## src/rtl/tt_vfp_fma_arb.sv

```systemverilog
// Two-requester round-robin front end for a shared single-cycle FMA.
// Results return through a per-requester credit-guarded FWFT response FIFO.
module tt_vfp_fma_arb #(
  parameter int SIG_WIDTH = 11,
  parameter int EXP_WIDTH = 5,
  parameter int RSP_DEPTH = 3,
  localparam int RW = EXP_WIDTH + SIG_WIDTH + 1,
  localparam int FW = EXP_WIDTH + SIG_WIDTH
) (
  input  logic                i_clk,
  input  logic                i_reset_n,
  input  logic [1:0]          i_req_valid,
  output logic [1:0]          o_req_ready,
  input  logic [1:0][1:0]     i_req_op,
  input  logic [1:0][2:0]     i_req_rm,
  input  logic [1:0][RW-1:0]  i_req_a,
  input  logic [1:0][RW-1:0]  i_req_b,
  input  logic [1:0][RW-1:0]  i_req_c,
  output logic                o_fma_valid,
  output logic [1:0]          o_fma_op,
  output logic [2:0]          o_fma_rm,
  output logic [RW-1:0]       o_fma_a,
  output logic [RW-1:0]       o_fma_b,
  output logic [RW-1:0]       o_fma_c,
  input  logic [FW-1:0]       i_fma_res,
  input  logic [4:0]          i_fma_exc,
  output logic [1:0]          o_rsp_valid,
  input  logic [1:0]          i_rsp_ready,
  output logic [1:0][FW-1:0]  o_rsp_res,
  output logic [1:0][4:0]     o_rsp_exc,
  output logic                o_busy
);

  localparam int CW = $clog2(RSP_DEPTH + 1);
  localparam int PW = (RSP_DEPTH > 1) ? $clog2(RSP_DEPTH) : 1;
  localparam int DW = FW + 5;

  logic       prio;
  logic       tag_valid;
  logic       tag_id;
  logic [1:0] eligible;
  logic [1:0] grant;
  logic [1:0] nonempty;

  function automatic logic [PW-1:0] next_ptr(input logic [PW-1:0] p);
    return (p == PW'(RSP_DEPTH - 1)) ? '0 : p + PW'(1);
  endfunction

  // Reset gates the grant so no request is accepted while the block is held in reset.
  always_comb begin
    grant = 2'b00;
    if (i_reset_n) begin
      if (eligible == 2'b11) grant = prio ? 2'b10 : 2'b01;
      else                   grant = eligible;
    end
  end

  assign o_req_ready = grant;
  assign o_fma_valid = |grant;

  always_comb begin
    o_fma_op = '0;
    o_fma_rm = '0;
    o_fma_a  = '0;
    o_fma_b  = '0;
    o_fma_c  = '0;
    for (int i = 0; i < 2; i++) begin
      if (grant[i]) begin
        o_fma_op = i_req_op[i];
        o_fma_rm = i_req_rm[i];
        o_fma_a  = i_req_a[i];
        o_fma_b  = i_req_b[i];
        o_fma_c  = i_req_c[i];
      end
    end
  end

  // The tag remembers which requester owns the result coming back next cycle.
  always_ff @(posedge i_clk or negedge i_reset_n) begin
    if (!i_reset_n) begin
      prio      <= 1'b0;
      tag_valid <= 1'b0;
      tag_id    <= 1'b0;
    end else begin
      tag_valid <= |grant;
      tag_id    <= grant[1];
      if (|grant) prio <= grant[0];
    end
  end

  for (genvar g = 0; g < 2; g++) begin : g_req
    logic [CW-1:0] credit;
    logic [CW-1:0] count;
    logic [PW-1:0] wr_ptr;
    logic [PW-1:0] rd_ptr;
    logic [DW-1:0] mem [RSP_DEPTH];
    logic          wr_en;
    logic          pop;

    assign eligible[g]    = i_req_valid[g] && (credit != '0);
    assign wr_en          = tag_valid && (tag_id == 1'(g));
    assign nonempty[g]    = (count != '0);
    assign pop            = nonempty[g] && i_rsp_ready[g];
    assign o_rsp_valid[g] = nonempty[g];
    assign {o_rsp_exc[g], o_rsp_res[g]} = mem[rd_ptr];

    // A credit is spent at grant and refunded at pop, so the FIFO can never overflow.
    always_ff @(posedge i_clk or negedge i_reset_n) begin
      if (!i_reset_n) begin
        credit <= CW'(RSP_DEPTH);
        count  <= '0;
        wr_ptr <= '0;
        rd_ptr <= '0;
      end else begin
        case ({grant[g], pop})
          2'b10:   credit <= credit - CW'(1);
          2'b01:   credit <= credit + CW'(1);
          default: credit <= credit;
        endcase
        case ({wr_en, pop})
          2'b10:   count <= count + CW'(1);
          2'b01:   count <= count - CW'(1);
          default: count <= count;
        endcase
        if (wr_en) wr_ptr <= next_ptr(wr_ptr);
        if (pop)   rd_ptr <= next_ptr(rd_ptr);
      end
    end

    always_ff @(posedge i_clk) begin
      if (wr_en) mem[wr_ptr] <= {i_fma_exc, i_fma_res};
    end
  end

  assign o_busy = tag_valid || (|nonempty);

endmodule

```

## config.mk

```make
export PLATFORM = sky130hd
export DESIGN_NAME = tt_vfp_fma_arb
export DESIGN_NICKNAME = d
export VERILOG_FILES = /design/src/rtl/tt_vfp_fma_arb.sv
export SDC_FILE = /design/constraint.sdc
export NUM_CORES = 1
export LEC_CHECK = 0
export CORE_AREA = 2 2 120 122
export DETAILED_ROUTE_END_ITERATION = 16
export DIE_AREA = 0 0 122 124
export PLACE_DENSITY = 0.92
export REMOVE_ABC_BUFFERS = 1
export SLEW_MARGIN = 20
export SYNTH_ARGS = -nofsm -noshare
export SYNTH_HDL_FRONTEND = slang
export SYNTH_SLANG_ARGS = --single-unit
```

## constraint.sdc

```tcl
create_clock -name i_clk -period 4.55 [get_ports i_clk]
set_clock_uncertainty 0.1 [all_clocks]
set_input_delay 0.91 -clock i_clk [delete_from_list [all_inputs] [get_ports i_clk]]
set_output_delay 0.91 -clock i_clk [all_outputs]
set_load 0.03 [all_outputs]
```

==> results_dict.tcl, run 1 <==
set metrics [dict create \
    outcome "finished clean" \
    worst_setup_path_end_kind "output pin" \
    yosysTopAreaCell "edfxtp_1" \
    synth_area_per_cell_sq_um 12.33 \
    setup_viol 0 \
    ir_drop_mv 0.3109 \
    fin_crit_sh_pct 91.97 \
    final_common_cell "clkdlybuf4s50_1" \
    drt_iter0_drc 323 \
    initial_core_util_pct 48.81 \
    tightest_slew_ns 1.051 \
    path_class "in -> out" \
    htree_levels 4 \
    cp.buffers_inverters 3 \
    clk_pin_slew_ns 0.05 \
    postCtsHoldBufs 0 \
    rsz0062_at_grt "no" \
    hpwl_mm 14.24 \
    yosys.cell_types.count 33 \
    cts_resized 0 \
    rows 43 \
    syn_inst 543 \
    drc 0 \
    die_x_um 122 \
    rr_endpoint "g_req[1].credit[1]" \
    total_leakage_power_nw 3.538 \
    fin_util_pct 71.72 \
    cp_slowest_stage_delay_ns 0.67 \
    core_sq_um 13720 \
    antenna_found_initial 0 \
    fmax_mhz 239.0 \
    grt_first_pass_wirelength_mm 28.42 \
    routedWlPerCell_um 20.09 \
    pwr-share-comb_pct 42.8 \
    crit_family "buffers and inverters" \
    cp_slowest_cell "clkdlybuf4s50_1" \
    fin_nets 922 \
    hold_violations 0 \
    p_per_area_nw_per_um2 570.8 \
    cts_tree "done" \
    clockPowerShare_pct 23.9 \
    crit_fanout 58 \
    n_fill_cell 898 \
    drv_slew 0 \
    hold_class "reg -> reg" \
    pre_cts_slack_ns 0.3754 \
    grt_max_degree 59 \
    vias_per_cell 5.368 \
    switchingPower_mw 2.095 \
    maxCapViolCount 0 \
    ys_ff_latch 145 \
    synth_area_leaders "edfxtp_1, nand2_1, mux2i_1" \
    r2r_setup_slack_ns 2.18 \
    yosys_warnings 0 \
    internal-power_mw 3.522 \
    grt_pass1_vias 5338 \
    die_h_um 124 \
    worst-path-stages 6 \
    detail-route-antenna-nets 0 \
    numCtsBuffers 17 \
    min_period_ns 4.185 \
    cp_cell_sequence "clkdlybuf4s50_1, o21ai_1, o21bai_4, buf_4, o22ai_2, clkdlybuf4s50_1" \
    wl_mm 19.53 \
    seq_power_share_pct 33.3 \
    routabilityCongestion 0.9057 \
    r2r_cells 7 \
    insertion_delay_ns 0.40 \
    synth_top_area_share_pct 56.50 \
    swShare_pct 37.30 \
    hold_depth 1 \
    num_vias 5218 \
    hold_path_end "g_req[1].count[1]" \
    drive_above_1_share_pct 11.49 \
    start_kind "input pin" \
    die-area_sq_um 15130 \
    cts_root_buf "clkbuf_16" \
    layout.cells.most_common_list "clkdlybuf4s50_1, nand2_1, edfxtp_1" \
    critPathMostFrequentCell "clkdlybuf4s50_1" \
    post_cts_buffers 0 \
    ys_seq_area_share_pct 63.68 \
    syn_to_final_growth_pct 46.94 \
    power_mw 5.617 \
    hp-start "g_req[1].count[1]" \
    tns_ns 0 \
    grt_usage_pct 25.86 \
    fin_ws_ns 0.3653 \
    first_pass_iters 5 \
    grt_overflow_total 0 \
    pin_count 243 \
    clk_path_buf_depth 2 \
    worstReg2RegStart "g_req[0].credit[0]" \
    cp.arrival_ns 3.17 \
    cts.sinks 145 \
    synth_area_sq_um 6696 \
    slew_headroom_pct 29.90 \
    portBuffers 242 \
    antenna_cells 0 \
    worstPathRequired_ns 3.54 \
]
==> logic make-up after synthesis <==
family,share of synthesized area [%]
buf+inv,3.886
compound gates,13.19
simple gates,10.65
fa+ha+maj,0.7474
mux,6.278
xor+xnor,1.569
flops,63.68
==> area by class of cell <==
class                      instances  area [sq um]  share of cell area, %
sequential                       145          4264                  43.34
timing repair buffer             258          2552                  25.94
multi-input combinational        353          2205                  22.41
clock buffer                      20         436.7                  4.438
tap                              180         225.2                  2.289
clock inverter                    12         141.4                  1.437
inverter                           4         15.01                 0.1526
==> worst max path at each step <==
stage	from	to
5_1_grt	i_req_valid[0]	o_fma_a[6]
2_1_floorplan	i_req_valid[0]	o_fma_a[0]
6_report	i_req_valid[0]	o_fma_a[12]
4_1_cts	i_req_valid[0]	o_fma_a[12]
3_5_place_dp	i_req_valid[0]	o_fma_a[12]
3_3_place_gp	i_req_valid[0]	o_fma_a[12]
==> cell usage after synthesis <==
| master | instances |
|---|---|
| dfrtp_1 | 15 |
| mux2i_1 | 42 |
| o21ai_2 | 1 |
| or2_1 | 1 |
| o21ai_0 | 47 |
| nor3b_1 | 4 |
| o21ai_1 | 1 |
| nor3_1 | 4 |
| edfxtp_1 | 126 |
| o211ai_2 | 1 |
| xnor2_1 | 6 |
| ha_1 | 4 |
| clkbuf_1 | 20 |
| o21bai_4 | 1 |
| a21o_1 | 6 |
| nor2_2 | 1 |
| xor2_1 | 6 |
| o22ai_2 | 30 |
| or2_2 | 2 |
| o21a_1 | 1 |
| buf_6 | 8 |
| dfstp_2 | 4 |
| nand2b_1 | 3 |
| inv_1 | 4 |
| buf_4 | 6 |
| nand3_1 | 1 |
| a21oi_1 | 1 |
| nor2_1 | 4 |
| nand2_1 | 158 |
| o22ai_1 | 26 |
| buf_2 | 7 |
| or3_1 | 1 |
| o31ai_1 | 1 |
==> state kept, by name, summed over array words and instances, names as in the netlist <==
register and flops:
g_req.credit 4, prio 1, g_req.count 4, g_req.mem 126
g_req.rd_ptr 4, tag_valid 1, g_req.wr_ptr 4, tag_id 1
==> power by group through the flow <==
stage	clock [mW]	sequential [mW]	combinational (mW)
finish	1.34	1.87	2.40
floorplan	0	1.87	1.35
CTS	1.36	1.87	2.42
global route	1.42	1.89	2.54
global placement	0	1.88	2.34
detailed placement	0	1.90	2.40
==> routing by layer <==
metal | GRT usage (%) | wire, um
met4 | 13.43 | 719
met1 | 25.62 | 6650
met3 | 7.418 | 1424
met2 | 48.85 | 10730
met5 | 0 | 0
==> through the flow <==
step	instance area, sq um	std cells	hold slack, ns
after CTS	9839	972	0.3903
final	9839	972	0.3899
after floorplan	6451	502	0.3497
after detailed placement	9261	940	0.3756
after global placement	9261	940	0.3673
after global routing	9839	972	0.4061
==> worst register-to-register path, stage by stage (launching register included) <==
cell and delay, ns:
dfstp_2 0.57, o21ai_1 0.14, o21bai_4 0.13, buf_4 0.60, or2_1 0.20, ha_1 0.25
nor2_1 0.14, xor2_1 0.16
(Power assumes the default switching activity.)
==> run 2, diff against run 1 <==
--- a/config.mk
+++ b/config.mk
@@ -8,6 +8,7 @@
 export CORE_AREA = 2 2 120 122
 export DETAILED_ROUTE_END_ITERATION = 16
 export DIE_AREA = 0 0 122 124
+export MAX_ROUTING_LAYER = met4
 export PLACE_DENSITY = 0.92
 export REMOVE_ABC_BUFFERS = 1
 export SLEW_MARGIN = 20
==> run 2 against run 1 <==
Against the previous run: worst setup slack gained 0.062 ns; first-iteration DRC count grew 12%; die area is the same; non-clock buffer count shrank 1; sequential cell count is the same; sequential power is essentially flat; clock power shrank 4%; critical path depth is the same; combinational power is essentially flat; register-to-register slack gained 0.03 ns; power shrank 0.91%.
==> results_dict.tcl, run 2 (synthesized netlist as in run 1, its figures left out) <==
set metrics [dict create \
    outcome "finished clean" \
    hold_class "in -> async" \
    clk_path_buf_depth 2 \
    die-area_sq_um 15130 \
    htree_levels 4 \
    swShare_pct 37.90 \
    detail-route-antenna-nets 0 \
    ir_drop_mv 0.2843 \
    antenna_found_initial 0 \
    p_per_area_nw_per_um2 567.1 \
    portBuffers 242 \
    initial_core_util_pct 48.81 \
    fin_util_pct 71.54 \
    fmax_mhz 242.6 \
    insertion_delay_ns 0.42 \
    die_x_um 122 \
    min_period_ns 4.123 \
    rows 43 \
    drt_iter0_drc 363 \
    hold_violations 0 \
    syn_to_final_growth_pct 46.56 \
    grt_max_degree 59 \
    clockPowerShare_pct 23.1 \
    routedWlPerCell_um 20.41 \
    maxCapViolCount 0 \
    drc 0 \
    internal-power_mw 3.456 \
    numCtsBuffers 17 \
    die_h_um 124 \
    layout.cells.most_common_list "clkdlybuf4s50_1, nand2_1, edfxtp_1" \
    post_cts_buffers 0 \
    clk_pin_slew_ns 0.05 \
    top_register "g_req.mem" \
    final_common_cell "clkdlybuf4s50_1" \
    drv_slew 0 \
    antenna_cells 0 \
    hold_ws_ns 0.3479 \
    total_leakage_power_nw 3.535 \
    tns_ns 0 \
    grt_usage_pct 27.31 \
    first_pass_iters 5 \
    start_kind "input pin" \
    largest_reg_flops 126 \
    crit_fanout 58 \
    core_sq_um 13720 \
    n_fill_cell 914 \
    num_vias 5265 \
    grt_overflow_total 0 \
    vias_per_cell 5.428 \
    hpwl_mm 14.33 \
    pin_count 243 \
    worstPathRequired_ns 3.54 \
    cts_root_buf "clkbuf_16" \
    cts_resized 0 \
    postCtsHoldBufs 0 \
    setup_viol 0 \
    path_class "in -> out" \
    switchingPower_mw 2.109 \
    seq_power_share_pct 33.6 \
    fin_nets 921 \
    drive_above_1_share_pct 11.39 \
    slew_headroom_pct 41.64 \
    cts_tree "done" \
    grt_first_pass_wirelength_mm 29.10 \
    power_mw 5.566 \
    rsz0062_at_grt "no" \
    fin_crit_sh_pct 90.61 \
    wl_mm 19.80 \
    routabilityCongestion 0.9708 \
    grt_pass1_vias 5245 \
    pwr-share-comb_pct 43.3 \
    cp.arrival_ns 3.11 \
    tightest_slew_ns 0.8754 \
    cts.sinks 145 \
    worst_setup_path_end_kind "output pin" \
]
## run 2: cell types whose count changed in the layout (fill, tap and decap cells not counted)
| cell | previous run | this run |
|---|---|---|
| bufinv_16 | 3 | 2 |
| buf_4 | 16 | 14 |
| clkinv_1 | 2 | 4 |
| buf_12 | 1 | 2 |
| clkbuf_1 | 3 | 0 |
| clkinv_2 | 4 | 6 |
| inv_6 | 0 | 1 |
| clkinvlp_4 | 2 | 0 |
## run 2: final cells by class
| type | instances | area (sq um) | share of cell area (%) |
|---|---|---|---|
| tap | 180 | 225.2 | 2.295 |
| clock buffer | 17 | 425.4 | 4.335 |
| multi-input combinational | 353 | 2205 | 22.46 |
| clock inverter | 14 | 122.6 | 1.249 |
| inverter | 4 | 15.01 | 0.1530 |
| sequential | 145 | 4264 | 43.45 |
| timing repair buffer | 257 | 2557 | 26.06 |
## run 2: power groups by stage
stage	registers [mW]	logic (mW)	clock network [mW]
6_report	1.87	2.41	1.29
5_1_grt	1.89	2.55	1.36
3_5_place_dp	1.89	2.40	0
4_1_cts	1.87	2.42	1.30
3_3_place_gp	1.87	2.35	0
2_1_floorplan	1.87	1.35	0
## run 2: per-stage QoR
stage                     worst slack (ns)  instances  cell area, sq um
final                               0.4273        970              9814
after global routing                0.3139        970              9814
after CTS                           0.4437        970              9814
after detailed placement            0.4437        939              9266
after global placement              0.4434        939              9266
after floorplan                     0.6016        502              6451
## run 2: critical path: stages
cell             delay [ns]
clkdlybuf4s50_1        0.47
o21ai_1                0.13
o21bai_4               0.13
buf_4                  0.58
o22ai_1                0.19
clkdlybuf4s50_1        0.64
## run 2: path summary, 6_finish.rpt
| path | start | end | slack, ns | cells past startpoint |
|---|---|---|---|---|
| setup reg to reg | g_req[0].credit[0] | g_req[1].credit[1] | 2.21 | 7 |
| min in group i_clk | g_req[1].count[1] | g_req[1].count[1] | 0.38 | 1 |
| hold reg to reg | g_req[1].count[1] | g_req[1].count[1] | 0.38 | 1 |
| max in group asynchronous | i_reset_n | g_req[0].credit[0] | 3.42 | 2 |
| setup / recovery | i_req_valid[0] | o_fma_b[12] | 0.43 | 6 |
| hold / removal | i_reset_n | g_req[1].count[0] | 0.35 | 1 |
## run 2: metal layers
| layer | track usage, % | part of all wire (%) | vias up | routed length (um) |
|---|---|---|---|---|
| met2 | 49.30 | 55 | 276 | 10820 |
| li1 | - | - | 2428 | - |
| met3 | 6.502 | 7.2 | 40 | 1430 |
| met4 | 12.07 | 3.6 | 0 | 706 |
| met5 | - | 0 | - | 0 |
| met1 | 28.43 | 35 | 2521 | 6841 |
